## src/rtl/can_tx_dominant_guard.sv

```systemverilog
// CAN TX dominant-timeout guard.
// Forwards the MSS CAN TX to the transceiver pin with one registered cycle of
// latency. A TX stuck dominant for TIMEOUT_CYCLES forces the pin recessive.
// The pin is released only after the bus has been idle (TX and RX both
// recessive) for RECOVER_IDLE_CYCLES. Either the release is automatic, or
// it is held until clear_fault. A saturating trip counter feeds housekeeping.
module can_tx_dominant_guard #(
  parameter int TIMEOUT_CYCLES      = 50000,
  parameter int RECOVER_IDLE_CYCLES = 4400,
  parameter bit AUTO_RECOVER        = 1'b1,
  parameter int CNT_WIDTH           = 16
) (
  input  logic       CLK,
  input  logic       RESET,
  input  logic       CAN_TX_M2F,
  input  logic       CAN_RX_F2M,
  input  logic       enable,
  input  logic       clear_fault,
  output logic       can_tx_out,
  output logic       fault,
  output logic       trip_pulse,
  output logic [7:0] fault_count
);

  typedef enum logic [1:0] {
    ST_PASS    = 2'd0,
    ST_TRIP    = 2'd1,
    ST_LATCHED = 2'd2
  } state_e;

  // Counter value held on the edge that sees the final qualifying cycle.
  localparam logic [CNT_WIDTH-1:0] DOM_LAST  = CNT_WIDTH'(TIMEOUT_CYCLES - 1);
  localparam logic [CNT_WIDTH-1:0] IDLE_LAST = CNT_WIDTH'(RECOVER_IDLE_CYCLES - 1);

  state_e               state_q, state_d;
  logic [CNT_WIDTH-1:0] dom_cnt_q, dom_cnt_d;
  logic [CNT_WIDTH-1:0] idle_cnt_q, idle_cnt_d;
  logic                 rx_meta_q, rx_s_q;
  logic                 tx_out_q, tx_out_d;
  logic                 fault_q, fault_d;
  logic                 trip_q, trip_d;
  logic [7:0]           fcnt_q, fcnt_d;

  // Saturating increment for the cycle counters (never wraps to zero).
  function automatic logic [CNT_WIDTH-1:0] sat_inc_cnt(input logic [CNT_WIDTH-1:0] v);
    return (v == {CNT_WIDTH{1'b1}}) ? v : v + 1'b1;
  endfunction

  // Saturating increment for the 8-bit trip counter.
  function automatic logic [7:0] sat_inc_fc(input logic [7:0] v);
    return (v == 8'hFF) ? v : v + 8'd1;
  endfunction

  // Two-flop synchroniser for the asynchronous transceiver RX; idles recessive.
  always_ff @(posedge CLK or posedge RESET) begin
    if (RESET) begin
      rx_meta_q <= 1'b1;
      rx_s_q    <= 1'b1;
    end else begin
      rx_meta_q <= CAN_RX_F2M;
      rx_s_q    <= rx_meta_q;
    end
  end

  // Guard state, counters and registered outputs.
  always_ff @(posedge CLK or posedge RESET) begin
    if (RESET) begin
      state_q    <= ST_PASS;
      dom_cnt_q  <= '0;
      idle_cnt_q <= '0;
      tx_out_q   <= 1'b1;
      fault_q    <= 1'b0;
      trip_q     <= 1'b0;
      fcnt_q     <= 8'd0;
    end else begin
      state_q    <= state_d;
      dom_cnt_q  <= dom_cnt_d;
      idle_cnt_q <= idle_cnt_d;
      tx_out_q   <= tx_out_d;
      fault_q    <= fault_d;
      trip_q     <= trip_d;
      fcnt_q     <= fcnt_d;
    end
  end

  // Next-state logic; clear_fault is applied before a coincident trip increment.
  always_comb begin
    state_d    = state_q;
    dom_cnt_d  = dom_cnt_q;
    idle_cnt_d = idle_cnt_q;
    tx_out_d   = CAN_TX_M2F;
    trip_d     = 1'b0;
    fcnt_d     = clear_fault ? 8'd0 : fcnt_q;

    if (!enable) begin
      state_d    = ST_PASS;
      dom_cnt_d  = '0;
      idle_cnt_d = '0;
    end else begin
      case (state_q)
        ST_PASS: begin
          if (!CAN_TX_M2F) begin
            if (dom_cnt_q == DOM_LAST) begin
              state_d    = ST_TRIP;
              tx_out_d   = 1'b1;
              trip_d     = 1'b1;
              fcnt_d     = sat_inc_fc(fcnt_d);
              dom_cnt_d  = '0;
              idle_cnt_d = '0;
            end else begin
              dom_cnt_d = sat_inc_cnt(dom_cnt_q);
            end
          end else begin
            dom_cnt_d = '0;
          end
        end
        ST_TRIP: begin
          tx_out_d = 1'b1;
          if (CAN_TX_M2F && rx_s_q) begin
            if (idle_cnt_q == IDLE_LAST) begin
              state_d    = AUTO_RECOVER ? ST_PASS : ST_LATCHED;
              idle_cnt_d = '0;
              dom_cnt_d  = '0;
            end else begin
              idle_cnt_d = sat_inc_cnt(idle_cnt_q);
            end
          end else begin
            idle_cnt_d = '0;
          end
        end
        ST_LATCHED: begin
          tx_out_d   = 1'b1;
          dom_cnt_d  = '0;
          idle_cnt_d = '0;
          if (clear_fault) begin
            state_d = ST_PASS;
          end
        end
        default: begin
          state_d    = ST_PASS;
          tx_out_d   = 1'b1;
          dom_cnt_d  = '0;
          idle_cnt_d = '0;
        end
      endcase
    end

    fault_d = (state_d != ST_PASS);
  end

  assign can_tx_out  = tx_out_q;
  assign fault       = fault_q;
  assign trip_pulse  = trip_q;
  assign fault_count = fcnt_q;

endmodule

```

## config.mk

```make
export PLATFORM = sky130hd
export DESIGN_NAME = can_tx_dominant_guard
export DESIGN_NICKNAME = d
export VERILOG_FILES = /design/src/rtl/can_tx_dominant_guard.sv
export SDC_FILE = /design/constraint.sdc
export NUM_CORES = 1
export LEC_CHECK = 0
export ABC_AREA = 1
export BUFFER_PORTS_ARGS = -buffer_cell sky130_fd_sc_hd__buf_2
export CORE_MARGIN = 8
export CORE_UTILIZATION = 30
export CTS_CLUSTER_DIAMETER = 60
export DETAILED_ROUTE_END_ITERATION = 16
export SETUP_SLACK_MARGIN = 0.2
export SLEW_MARGIN = 20
export SYNTH_ARGS = -nofsm -noshare
export SYNTH_HDL_FRONTEND = slang
export SYNTH_SLANG_ARGS = --single-unit
```

## constraint.sdc

```tcl
create_clock -name CLK -period 2.4 [get_ports CLK]
set_input_delay 0.72 -clock CLK [delete_from_list [all_inputs] [get_ports CLK]]
set_output_delay 0.72 -clock CLK [all_outputs]
set_load 0.1 [all_outputs]
```

==> flow_metrics.py <==
metrics = {
    "detailed_routing": {
        "wl_per_cell_um": 12.4,
        "vias_per_cell": 4.62,
        "vias": 2913,
        "drc_errors": 0,
        "wl_mm": 7.81,
        "postRouteAntennaNets": 0,
        "dr.first_iter.drc_count": 181,
        "dr.pass1.iters": 4,
    },
    "synth": {
        "synth_common_cells": "nand2_1 (121), nor2_1 (74), inv_1 (59)",
        "synthArstFlopShare_pct": 100,
        "synth_edf_count": 0,
        "synth_cells": 467,
        "synth.most_common_cell": "nand2_1",
        "netlist_area_sq_um": 3230,
        "yosysWarnings": 0,
        "ys_ff_latch": 47,
        "synth_area_leaders": "dfrtp_1 (34%), nand2_1 (14%), nor2_1 (8.6%)",
        "ys_types": 31,
        "syn-mean-instance-area_sq_um": 6.93,
        "yosys.area.top_type_share_pct": 34.0,
        "yosysTopAreaCell": "dfrtp_1",
        "synth.yosys.seq_area_share_pct": 36.5,
        "synthesis.nets": 476,
        "ys.flop_type": "dfrtp_1",
    },
    "die": {
        "ioPinCount": 17,
        "fp.dieArea_sq_um": 14400,
        "die_x_um": 120,
        "dieHeight_um": 120,
        "start_util_pct": 30.2,
        "rows": 38,
        "core-area_sq_um": 10700,
    },
    "grt": {
        "grt_overflow": 0,
        "grt_max_degree": 29,
        "antenna_found_initial": 0,
        "grt_usage_pct": 11.5,
        "grt_pass1_vias": 2906,
        "grt_pass1_wl_mm": 13.7,
    },
    "sta": {
        "setup_tns_ns": 0,
        "final_max_slew_viol_count": 0,
        "slew_headroom_pct": 57.2,
        "period_share_pct": 83.7,
        "fmax_mhz": 498,
        "worst_slew_pin_slew_ns": 0.643,
        "grt_setup_unrepaired": "no",
        "hold_viol": 0,
        "finClkSkew_ns": 0.0134,
        "fin_crit_ns": 2.01,
        "setup_viol_count_final": 0,
    },
    "pwr": {
        "powerDensity_nw_per_um2": 396,
        "switchingPower_uw": 389,
        "seq_power_share_pct": 56.3,
        "leakagePower_uw": 0.00169,
        "p_int_uw": 1030,
        "p_clk_share_pct": 37.6,
        "peakVddDrop_mv": 0.262,
        "combPwrFrac_pct": 6.1,
        "swShare_pct": 27.4,
    },
    "critical_path": {
        "cp_slowest_cell": "dfrtp_1",
        "start_kind": "flop",
        "worstPathRequired_ns": 2.59,
        "worstPathArrival_ns": 2.20,
        "crit_top_cell": "nand3_1",
        "cp-end-kind": "flop",
        "path_buf_inv": 1,
        "critPathKind": "flop to flop",
        "crit_fanout": 8,
        "crit_path_cell_trace": "ha_2, nand3_1, nor2_2, nand3_1, nand2_2, nand2_4, buf_4, nand2_1, o21ai_0",
        "cpPeakStageDelay_ns": 0.43,
        "crit_family": "simple AND/OR/NAND/NOR gates",
    },
    "hold_path": {
        "hp-class": "flop to flop",
    },
    "clock_tree": {
        "cts_tree": "built",
        "numCtsBuffers": 5,
        "cts_hold_buf": 0,
        "clk_latency_ns": 0.32,
        "path_clk_slew_ns": 0.11,
        "clock-sinks": 47,
        "clock_tree.htree_level_count": 2,
        "postCtsSetupBuffers": 0,
        "clockBufferDepth": 2,
        "ctsRootBufferMaster": "clkbuf_8",
    },
    "cells_and_area": {
        "area_delta_synth_final_pct": 10.9,
        "post-route-util_pct": 33.5,
        "antenna_cells": 0,
        "final_cells": 631,
        "fin_nets": 499,
        "layout-drive-gt1-share_pct": 18.3,
    },
    "placed_design": {
        "port_buffers": 16,
        "place_inst": 623,
        "dp_hpwl_mm": 5.93,
        "gp_congestion": 0.863,
    },
    "outcome": {
        "status": "complete, no violations",
    },
    "run": {
        "drv_cap": 0,
    },
}
-- layout make-up --
cell class / count / area [sq um]
clock buffer: 5 / 68.8
clock inverter: 3 / 27.5
fill: 1148 / 7110
inverter: 68 / 255
multi-input combinational: 346 / 1760
sequential: 47 / 1180
tap: 140 / 175
timing repair buffer: 22 / 125
-- layout by cell type, fill, tap and decap left out, types with 3 or more instances in the layout --
master	count
nand2_1	121
nor2_1	73
inv_1	58
nand3_1	46
dfrtp_1	44
nand2_2	18
nand4_1	17
buf_2	16
xor2_1	14
inv_2	9
o21ai_0	8
o21ai_1	7
o21ai_2	7
nor2_2	6
nor2_4	6
buf_4	6
nor3_1	5
clkbuf_8	5
nand2_4	4
dfstp_2	3
-- sequential cells by signal, indices dropped and copies added (netlist names) --
name         count
fault_count      8
trip_pulse       1
dom_cnt_q       16
fault            1
can_tx_out       1
rx_meta_q        1
idle_cnt_q      16
state_q          2
rx_s_q           1
-- per-layer routing --
metal / GRT usage, % / routed length [um]
met3: 2.02 / 253
met1: 14.5 / 3730
met5: 0 / 0
met2: 19.0 / 3690
met4: 4.84 / 134
-- logic make-up after synthesis --
logic type      after synthesis  share of synthesized area [%]
xor+xnor                     14                           3.79
fa+ha+maj                     3                           1.16
compound gates               25                           4.84
flops                        47                           36.5
simple gates                304                           44.3
buf+inv                      74                           9.40
-- path summary, 6_finish.rpt --
check / start / to / slack [ns] / depth (start not counted)
min reg2reg: rx_meta_q / rx_s_q / 0.36 / 0
min: rx_meta_q / rx_s_q / 0.36 / 0
max in group asynchronous: RESET / idle_cnt_q[1] / 1.32 / 3
max reg2reg: dom_cnt_q[0] / idle_cnt_q[6] / 0.39 / 9
min in group asynchronous: RESET / dom_cnt_q[10] / 0.48 / 2
max: dom_cnt_q[0] / idle_cnt_q[6] / 0.39 / 9
-- worst register-to-register path: cells and delay by family (launching register included) --
kind / cells / cell delay, ns
buf+inv: 1 / 0.20
fa+ha+maj: 1 / 0.26
simple gates: 6 / 0.90
compound gates: 1 / 0.08
flops: 1 / 0.43
-- repair_timing --
item,CTS,global route
setup endpoints to repair,0,8
resized for setup,0,2
hold endpoints to repair,0,0
-- power by group through the flow --
stage	Combinational (uW)	Sequential, uW	Clock, uW
6_report	86.5	800	535
5_1_grt	97.2	801	586
4_1_cts	88.3	800	548
3_5_place_dp	87.9	816	0
3_3_place_gp	87.4	816	0
2_1_floorplan	50.4	824	0
-- per-stage QoR --
step                area [sq um]  setup slack, ns  hold slack, ns  total power (uW)
CTS                         3580            0.307           0.363              1440
detailed placement          3490           0.0750           0.347               904
finish                      3590            0.391           0.361              1420
floorplan                   3230            0.223           0.345               874
global placement            3490            0.243           0.347               903
global route                3590            0.212           0.371              1480
Power figures use the tool's default switching activity.
